**config.mk**
```make
export PLATFORM = sky130hd
export DESIGN_NAME = and_reduce_sequencer
export DESIGN_NICKNAME = d
export VERILOG_FILES = /design/src/rtl/and_reduce_sequencer_pkg.sv /design/src/rtl/and_reduce_sequencer_serial_and.sv /design/src/rtl/and_reduce_sequencer.sv
export SDC_FILE = /design/constraint.sdc
export NUM_CORES = 1
export LEC_CHECK = 0
export BUFFER_PORTS_ARGS = -buffer_cell sky130_fd_sc_hd__buf_2
export CAP_MARGIN = 20
export CORE_AREA = 2 2 39 41
export CTS_BUF_LIST = sky130_fd_sc_hd__clkbuf_8
export CTS_CLUSTER_DIAMETER = 40
export DETAILED_ROUTE_END_ITERATION = 10
export DIE_AREA = 0 0 41 43
export GPL_ROUTABILITY_DRIVEN = 0
export SKIP_CTS_REPAIR_TIMING = 1
export SLEW_MARGIN = 20
export SYNTH_ARGS = -nofsm -noshare
export SYNTH_HDL_FRONTEND = slang
export SYNTH_SLANG_ARGS = --single-unit
```
**constraint.sdc**
```tcl
create_clock -name clk -period 1.6 [get_ports clk]
set_clock_uncertainty 0.1 [all_clocks]
set_input_delay 0.08 -clock clk [delete_from_list [all_inputs] [get_ports clk]]
set_output_delay 0.08 -clock clk [all_outputs]
set_load 0.03 [all_outputs]
```
**src/rtl/and_reduce_sequencer_pkg.sv**
```systemverilog
// Shared state encodings and sizing helpers for the AND-reduce sequencer.
`ifndef AND_REDUCE_SEQUENCER_STATES_SVH
`define AND_REDUCE_SEQUENCER_STATES_SVH
`define ARS_ST_IDLE 2'd0
`define ARS_ST_RUN  2'd1
`define ARS_ST_DONE 2'd2
`endif

package and_reduce_sequencer_pkg;

    typedef enum logic [1:0] {
        ST_IDLE = `ARS_ST_IDLE,
        ST_RUN  = `ARS_ST_RUN,
        ST_DONE = `ARS_ST_DONE
    } state_e;

    // Lane counter width; never zero so a single-lane build still has a counter bit.
    function automatic int unsigned cnt_width(input int unsigned n);
        return (n > 1) ? $clog2(n) : 1;
    endfunction

endpackage

```
**src/rtl/and_reduce_sequencer_serial_and.sv**
```systemverilog
// Single shared WAY-input AND tree, reused for every lane by the sequencer.
module serial_and
    import and_reduce_sequencer_pkg::*;
#(
    parameter int unsigned WAY = 2
) (
    input  logic [WAY-1:0] a_i,
    output logic           y_c
);

    assign y_c = &a_i;

endmodule

```
**src/rtl/and_reduce_sequencer.sv**
```systemverilog
// Time-multiplexed lane AND reducer: one bundle in, one lane per cycle, WIRE-bit result out.
module and_reduce_sequencer
    import and_reduce_sequencer_pkg::*;
#(
    parameter int unsigned WAY  = 2,
    parameter int unsigned WIRE = 2
) (
    input  logic                 clk,
    input  logic                 reset,
    input  logic                 in_valid,
    output logic                 in_ready,
    input  logic [WAY*WIRE-1:0]  in,
    output logic                 out_valid,
    input  logic                 out_ready,
    output logic [WIRE-1:0]      out,
    output logic                 busy
);

    localparam int unsigned SIZE = WAY * WIRE;
    localparam int unsigned CW   = cnt_width(WIRE);

    state_e            state_q, state_d;
    logic [CW-1:0]     idx_q, idx_d;
    logic [SIZE-1:0]   bundle_q, bundle_d;
    logic [WIRE-1:0]   out_q, out_d;
    logic [WAY-1:0]    lane_c;
    logic              lane_and_c;

    // Lane mux feeding the shared AND tree.
    always_comb begin
        lane_c = '0;
        for (int k = 0; k < int'(WIRE); k++) begin
            if (idx_q == CW'(k)) begin
                lane_c = bundle_q[k*WAY +: WAY];
            end
        end
    end

    serial_and #(.WAY(WAY)) u_serial_and (
        .a_i (lane_c),
        .y_c (lane_and_c)
    );

    // Next-state, counter, bundle capture and per-lane result write.
    always_comb begin
        state_d  = state_q;
        idx_d    = idx_q;
        bundle_d = bundle_q;
        out_d    = out_q;
        case (state_q)
            ST_IDLE: begin
                if (in_valid) begin
                    bundle_d = in;
                    out_d    = '0;
                    idx_d    = '0;
                    state_d  = ST_RUN;
                end
            end
            ST_RUN: begin
                for (int k = 0; k < int'(WIRE); k++) begin
                    if (idx_q == CW'(k)) begin
                        out_d[k] = lane_and_c;
                    end
                end
                if (idx_q == CW'(WIRE - 1)) begin
                    state_d = ST_DONE;
                end else begin
                    idx_d = idx_q + CW'(1);
                end
            end
            ST_DONE: begin
                if (out_ready) begin
                    state_d = ST_IDLE;
                    idx_d   = '0;
                end
            end
            default: begin
                state_d = ST_IDLE;
                idx_d   = '0;
            end
        endcase
    end

    always_ff @(posedge clk) begin
        if (reset) begin
            state_q  <= ST_IDLE;
            idx_q    <= '0;
            bundle_q <= '0;
            out_q    <= '0;
        end else begin
            state_q  <= state_d;
            idx_q    <= idx_d;
            bundle_q <= bundle_d;
            out_q    <= out_d;
        end
    end

    assign in_ready  = (state_q == ST_IDLE);
    assign out_valid = (state_q == ST_DONE);
    assign busy      = (state_q != ST_IDLE);
    assign out       = out_q;

endmodule

```
==> impl_metrics.sql, run 1 <==
INSERT INTO impl_metrics (metric_group, metric, value, unit) VALUES
('timing', 'whs', '-0.0124', 'ns'),
('setup_path', 'required', '1.42', 'ns'),
('timing', 'final_critical_period', '1.35', 'ns'),
('grt', 'grt_max_degree', '12', ''),
('run_status', 'run_status', 'complete, but fails checks', ''),
('clock_network', 'cts_root_buffer', 'sky130_fd_sc_hd__clkbuf_8', ''),
('setup_path', 'crit_path_top_delay_cell', 'sky130_fd_sc_hd__dfxtp_1', ''),
('clock_network', 'h_tree_levels', '1', ''),
('timing', 'setup_tns', '0', 'ns'),
('finish', 'synthToLayoutAreaGrowth', '28.5', '%'),
('yosys', 'netlist.top_cell.by_area', 'sky130_fd_sc_hd__dfxtp_1', ''),
('floorplanning', 'row_count', '14', ''),
('yosys', 'post_synth.cell_area_avg', '9.26', 'sq um'),
('finish', 'layout-drive-gt1-share', '0.283', ''),
('setup_path', 'data_arrival_time_of_the_worst_path', '1.17', 'ns'),
('setup_path', 'crit_path_start', 'state_q[1]', ''),
('clock_network', 'clock_insertion_delay_worst_skew', '0.24', 'ns'),
('setup_path', 'critical_path.max_fanout', '9', ''),
('timing', 'rsz0062_at_grt', 'false', ''),
('setup_path', 'crit_path_max_incr_delay', '0.38', 'ns'),
('power', 'total_power', '0.000591', 'W'),
('grt', 'global_route.overflow_total', '0', ''),
('yosys', 'synthesis.nets', '53', ''),
('hold_path', 'worstHoldStart', 'in[0]', ''),
('clock_network', 'clock_sinks', '9', ''),
('floorplanning', 'design.die.area', '1760', 'sq um'),
('power', 'powerDensity', '1100', 'nW/um^2'),
('yosys', 'ys_seq_elements', '9', ''),
('yosys', 'synth.area.mux_share', '0.0961', ''),
('grt', 'track_usage', '0.110', ''),
('yosys', 'yosysUniqueCellTypes', '19', ''),
('yosys', 'synth_flop_cell', 'sky130_fd_sc_hd__dfxtp_1', ''),
('setup_path', 'timing.setup.critical_path_class', 'flip-flop to primary output', ''),
('yosys', 'synth-compound-area-share', '0.0871', ''),
('finish', 'utilization', '0.387', ''),
('grt', 'grt_first_pass_wirelength', '1.21', 'mm'),
('floorplanning', 'die_h', '43', 'microns'),
('setup_path', 'path_cells', 'or2_2 -> inv_1 -> buf_2', ''),
('setup_path', 'start_kind', 'flip-flop', ''),
('place', 'dp.cells', '70', ''),
('finish', 'antenna_diode_count', '0', ''),
('timing', 'report.final.hold_viol_count', '2', ''),
('drt', 'detail_route.vias_per_cell', '4.49', ''),
('yosys', 'synthAdderAreaFrac', '0', ''),
('clock_network', 'clk_transition_reported_paths', '0.04', 'ns'),
('timing', 'timing.fmax', '0.740', 'GHz'),
('drt', 'post_drt_wl_per_cell', '9.63', 'microns'),
('floorplanning', 'initial_core_util', '0.301', ''),
('yosys', 'synth_seq_area_share', '0.432', ''),
('run_status', 'failed_checks', 'negative hold slack', ''),
('yosys', 'synth_area', '417', 'sq um'),
('yosys', 'synth_area_in_simple_gates', '0.312', ''),
('floorplanning', 'count_of_boundary_i_o_pins', '13', ''),
('timing', 'setup_violations', '0', ''),
('job', 'max_cap_violations', '0', ''),
('setup_path', 'critical_path_capture_point_type', 'primary output', ''),
('finish', 'fin_cells', '76', ''),
('hold_path', 'timing.hold.worst.class', 'primary input to flip-flop', ''),
('timing', 'final_max_tran_viols', '0', ''),
('drt', 'vias', '341', ''),
('place', 'io_buffers', '12', ''),
('yosys', 'synth_edf_count', '0', ''),
('timing', 'relative_slew_margins', '0.795', ''),
('yosys', 'yosys_warnings', '0', ''),
('setup_path', 'critical_path.reg2reg.startpoint', 'state_q[1]', ''),
('floorplanning', 'die_w', '41', 'microns'),
('finish', 'final_layout_net_count', '69', ''),
('clock_network', 'number_of_cts_inserted_buffers', '3', ''),
('yosys', 'post_synth_inst_count', '45', ''),
('drt', 'drt_drc_violations_left', '0', ''),
('place', 'post-dp-hpwl', '545', 'microns');
[logic make-up (layout without fill, tap and decap cells)]
logic type,Yosys count,after routing
AOI/OAI and AO/OA,7,7
muxes,4,4
buffers and inverters,4,19
DFF,9,9
and+or+nand+nor,21,21
[registers in the layout, indices dropped and copies added (netlist names)]
name	cells
bundle_q	4
out	2
state_q	2
idx_q	1
[worst paths after layout]
| check | end | slack [ns] | cells past startpoint |
|---|---|---|---|
| worst max register to register | bundle_q[1] | 0.40 | 3 |
| worst max-delay path | in_ready | 0.25 | 3 |
| worst min-delay path | bundle_q[0] | -0.01 | 3 |
| worst min register to register | out[1] | 0.37 | 2 |
[area by class of cell]
| type | instances | area [sq um] |
|---|---|---|
| timing repair buffer | 14 | 80.1 |
| tap | 16 | 20.0 |
| clock buffer | 3 | 41.3 |
| multi-input combinational | 32 | 206 |
| sequential | 9 | 180 |
| fill | 147 | 848 |
| clock inverter | 1 | 3.75 |
| inverter | 1 | 3.75 |
[power by group]
part	total, W	internal (W)	switching [W]	leakage [nW]
logic	0.0000786	0.0000389	0.0000397	0.136
clock network	0.000261	0.000167	0.0000933	0.0269
registers	0.000251	0.000238	0.0000139	0.0737
[per-layer routing]
| layer | track usage | wire (microns) |
|---|---|---|
| met1 | 0.123 | 337 |
| met2 | 0.147 | 307 |
| met3 | 0.0628 | 60 |
| met4 | 0.0800 | 27 |
| met5 | 0 | 0 |
[critical path, delay by kind of cell, from the launching register on]
family | cells | cell delay [ns]
flip-flops | 1 | 0.38
AND/OR/NAND/NOR | 1 | 0.33
buffers and inverters | 2 | 0.23
[through the flow]
step                      instance area, sq um  setup slack, ns  hold WS (ns)
after floorplan                            417            0.393         0.127
after global placement                     470            0.390         0.220
after global routing                       536            0.172        0.0159
final                                      536            0.249       -0.0124
after detailed placement                   470            0.383         0.224
after CTS                                  515            0.233       -0.0237
[placed cells by master (no fill, tap or decap), drive strengths merged]
cell / netlist / routed
dlygate4sd3: 0 / 2
clkbuf: 1 / 3
nor3b: 2 / 2
nand2b: 5 / 5
a21oi: 4 / 4
mux2i: 4 / 4
dfxtp: 9 / 9
or2: 1 / 1
nor2: 6 / 6
nor2b: 2 / 2
or3: 1 / 1
nand3: 1 / 1
buf: 2 / 12
nand2: 1 / 1
o21ai: 2 / 2
o22ai: 1 / 1
and2b: 1 / 1
inv: 1 / 2
nand4b: 1 / 1
Note: power is estimated with default switching activity, not from simulation.
==> inputs of run 2 (changes only) <==
--- a/config.mk
+++ b/config.mk
@@ -5,6 +5,7 @@
 export SDC_FILE = /design/constraint.sdc
 export NUM_CORES = 1
 export LEC_CHECK = 0
+export ABC_AREA = 1
 export BUFFER_PORTS_ARGS = -buffer_cell sky130_fd_sc_hd__buf_2
 export CAP_MARGIN = 20
 export CORE_AREA = 2 2 39 41
==> constraint.sdc (replaced) <==
create_clock -name clk -period 1.15 [get_ports clk]
set_clock_uncertainty 0.1 [all_clocks]
set_input_delay 0.0575 -clock clk [delete_from_list [all_inputs] [get_ports clk]]
set_output_delay 0.0575 -clock clk [all_outputs]
set_load 0.03 [all_outputs]
==> impl_metrics.sql, run 2 <==
INSERT INTO impl_metrics (metric_group, metric, value, unit) VALUES
('finish', 'largest_reg_flops', '4', ''),
('clock_network', 'clock_tree_from_tritoncts', 'done', ''),
('drt', 'first_iter_violations', '10', ''),
('drt', 'detail_route.vias_per_cell', '4.44', ''),
('power', 'sequentialPowerShare', '0.430', ''),
('setup_path', 'crit_path_max_incr_delay', '0.36', 'ns'),
('place', 'place_area', '457', 'sq um'),
('grt', 'global_route.overflow_total', '0', ''),
('floorplanning', 'count_of_boundary_i_o_pins', '13', ''),
('clock_network', 'clock_insertion_delay_worst_skew', '0.23', 'ns'),
('job', 'max_cap_violations', '0', ''),
('timing', 'relative_slew_margins', '0.888', ''),
('yosys', 'synth_area', '392', 'sq um'),
('timing', 'setup_tns', '0', 'ns'),
('floorplanning', 'fp.coreArea', '1380', 'sq um'),
('timing', 'timing.fmax', '0.908', 'GHz'),
('yosys', 'largest_cells_by_area_after_synthesis', 'sky130_fd_sc_hd__dfxtp_1 (46%), sky130_fd_sc_hd__nand2_1 (13%), sky130_fd_sc_hd__a21oi_1 (12%)', ''),
('drt', 'detail_route.first_pass.iterations', '4', ''),
('yosys', 'synth_edf_count', '0', ''),
('floorplanning', 'design.die.area', '1760', 'sq um'),
('yosys', 'synth_flop_cell', 'sky130_fd_sc_hd__dfxtp_1', ''),
('timing', 'setup_violations', '0', ''),
('grt', 'grt_max_degree', '10', ''),
('timing', 'worst_pin_slew', '0.168', 'ns'),
('finish', 'post-route-cell-area', '557', 'sq um'),
('yosys', 'ys_seq_elements', '9', ''),
('place', 'post-dp-hpwl', '496', 'microns'),
('timing', 'final_max_tran_viols', '0', ''),
('timing', 'final_worst_path_period_share', '0.958', ''),
('power', 'power.net_switching', '0.000198', 'W'),
('power', 'share_of_power_burned_in_combinational_logic', '0.137', ''),
('yosys', 'netlist.top_cell.by_area', 'sky130_fd_sc_hd__dfxtp_1', ''),
('drt', 'vias', '391', ''),
('yosys', 'post_synth.cell_area_avg', '7.39', 'sq um'),
('timing', 'report.final.hold_viol_count', '0', ''),
('power', 'powerDensity', '1450', 'nW/um^2'),
('setup_path', 'critical_path_capture_point_type', 'primary output', ''),
('yosys', 'post_synth_most_frequent_cells', 'sky130_fd_sc_hd__nand2_1 (14), sky130_fd_sc_hd__a21oi_1 (9), sky130_fd_sc_hd__dfxtp_1 (9)', ''),
('timing', 'final_critical_period', '1.10', 'ns'),
('finish', 'final_layout_net_count', '81', ''),
('grt', 'grt_first_pass_wirelength', '1.10', 'mm'),
('yosys', 'synth_seq_area_share', '0.460', ''),
('setup_path', 'crit_path_top_delay_cell', 'sky130_fd_sc_hd__dfxtp_2', ''),
('grt', 'number_of_global_route_vias_before_repair', '277', ''),
('power', 'total_power', '0.000808', 'W'),
('power', 'leakage', '0.273', 'nW'),
('power', 'p_sw_frac', '0.246', ''),
('setup_path', 'start_kind', 'flip-flop', ''),
('timing', 'rsz0062_at_grt', 'true', ''),
('yosys', 'yosysTopAreaCellShare', '0.460', ''),
('place', 'io_buffers', '12', ''),
('setup_path', 'data_arrival_time_of_the_worst_path', '0.94', 'ns'),
('finish', 'antenna_diode_count', '0', ''),
('yosys', 'synthesis.nets', '61', ''),
('hold_path', 'timing.hold.worst.class', 'primary input to flip-flop', ''),
('finish', 'most-common-layout-cells', 'sky130_fd_sc_hd__nand2_1 (14), sky130_fd_sc_hd__buf_2 (11), sky130_fd_sc_hd__a21oi_1 (9), sky130_fd_sc_hd__inv_1 (8), sky130_fd_sc_hd__dfxtp_1 (7)', ''),
('floorplanning', 'die_h', '43', 'microns'),
('clock_network', 'cts_root_buffer', 'sky130_fd_sc_hd__clkbuf_8', ''),
('yosys', 'post_synth_inst_count', '53', ''),
('power', 'worst_ir_drop_vdd', '0.000736', 'V'),
('clock_network', 'clock_path_buffers', '2', ''),
('clock_network', 'clk_transition_reported_paths', '0.04', 'ns'),
('yosys', 'yosys_warnings', '0', ''),
('yosys', 'post-synth-top-count-cell', 'sky130_fd_sc_hd__nand2_1', ''),
('setup_path', 'required', '0.99', 'ns'),
('clock_network', 'number_of_cts_inserted_buffers', '3', ''),
('setup_path', 'timing.setup.critical_path_class', 'flip-flop to primary output', ''),
('run_status', 'run_status', 'finished, final reports clean', ''),
('power', 'power.share.clock', '0.433', ''),
('setup_path', 'critical_path.max_fanout', '8', ''),
('drt', 'finalWirelength', '732', 'microns'),
('finish', 'layout-drive-gt1-share', '0.292', ''),
('clock_network', 'clock_sinks', '9', ''),
('floorplanning', 'die_w', '41', 'microns'),
('setup_path', 'path_cells', 'nor2_4 -> buf_2', ''),
('drt', 'post_drt_wl_per_cell', '8.32', 'microns'),
('grt', 'number_of_antenna_violations_at_the_first_check_in_global_routing', '0', ''),
('clock_network', 'h_tree_levels', '1', ''),
('floorplanning', 'row_count', '14', ''),
('finish', 'layout_commonest_cell', 'sky130_fd_sc_hd__nand2_1', ''),
('finish', 'synthToLayoutAreaGrowth', '42.2', '%'),
('power', 'power.internal', '0.000609', 'W'),
('grt', 'track_usage', '0.0988', ''),
('yosys', 'yosysUniqueCellTypes', '12', ''),
('finish', 'largest-register', 'bundle_q', ''),
('yosys', 'synth_async_sr_flop_share', '0', ''),
('drt', 'route.antenna.remaining_nets', '0', ''),
('drt', 'drt_drc_violations_left', '0', ''),
('floorplanning', 'initial_core_util', '0.283', '');
[run 2: layout make-up]
cell class              count  area, sq um
fillers                   153          827
flip-flops and latches      9          183
multi-input cells          33          161
repair buffers             17          113
clock buffers               3         41.3
inverters                   9         35.0
well taps                  16         20.0
clock inverters             1         3.75
[run 2: stage by stage]
stage               instances  setup slack (ns)   util  hold slack, ns
finish                     88            0.0484  0.402          0.0302
global route               88           -0.0184  0.402          0.0544
CTS                        83           -0.0527  0.363         -0.0287
detailed placement         79            0.0715  0.330           0.215
global placement           79            0.0883  0.330           0.210
floorplan                  53            0.0117      -           0.100
[run 2: worst max-delay path: cells and delay by family (launching register included)]
kind / cells / cell delay [ns]
flops: 1 / 0.36
simple gates: 1 / 0.14
buf+inv: 1 / 0.22
[run 2: logic make-up (layout without fill, tap and decap cells)]
kind of cell,count (synthesis),in the layout,synth area share
AO/OA/AOI/OAI,9,9,0.115
flip-flops,9,9,0.460
AND/OR/NAND/NOR,24,24,0.297
buffers and inverters,11,30,0.128
[run 2: power groups by stage]
stage,Clock [W],Combinational [W],Sequential (W)
CTS,0.000371,0.0000980,0.000346
detailed placement,0,0.0000976,0.000351
global placement,0,0.0000968,0.000351
floorplan,0,0.0000829,0.000343
finish,0.000350,0.000111,0.000347
global route,0.000389,0.000124,0.000350
[run 2: worst paths after layout]
kind | from | end | slack (ns) | cells after the start
max | state_q[0] | in_ready | 0.05 | 2
min | out_ready | state_q[1] | 0.03 | 4
max reg2reg | state_q[0] | bundle_q[3] | 0.15 | 5
min reg2reg | bundle_q[0] | bundle_q[0] | 0.36 | 2
[run 2: routing by layer]
metal | part of all wire | GRT usage | vias up | wire, microns
li1 | - | - | 206 | -
met1 | 0.46 | 0.111 | 170 | 336
met2 | 0.46 | 0.125 | 15 | 335
met3 | 0.083 | 0.0785 | 0 | 61
met4 | 0 | 0.0600 | 0 | 0
met5 | 0 | 0 | - | 0
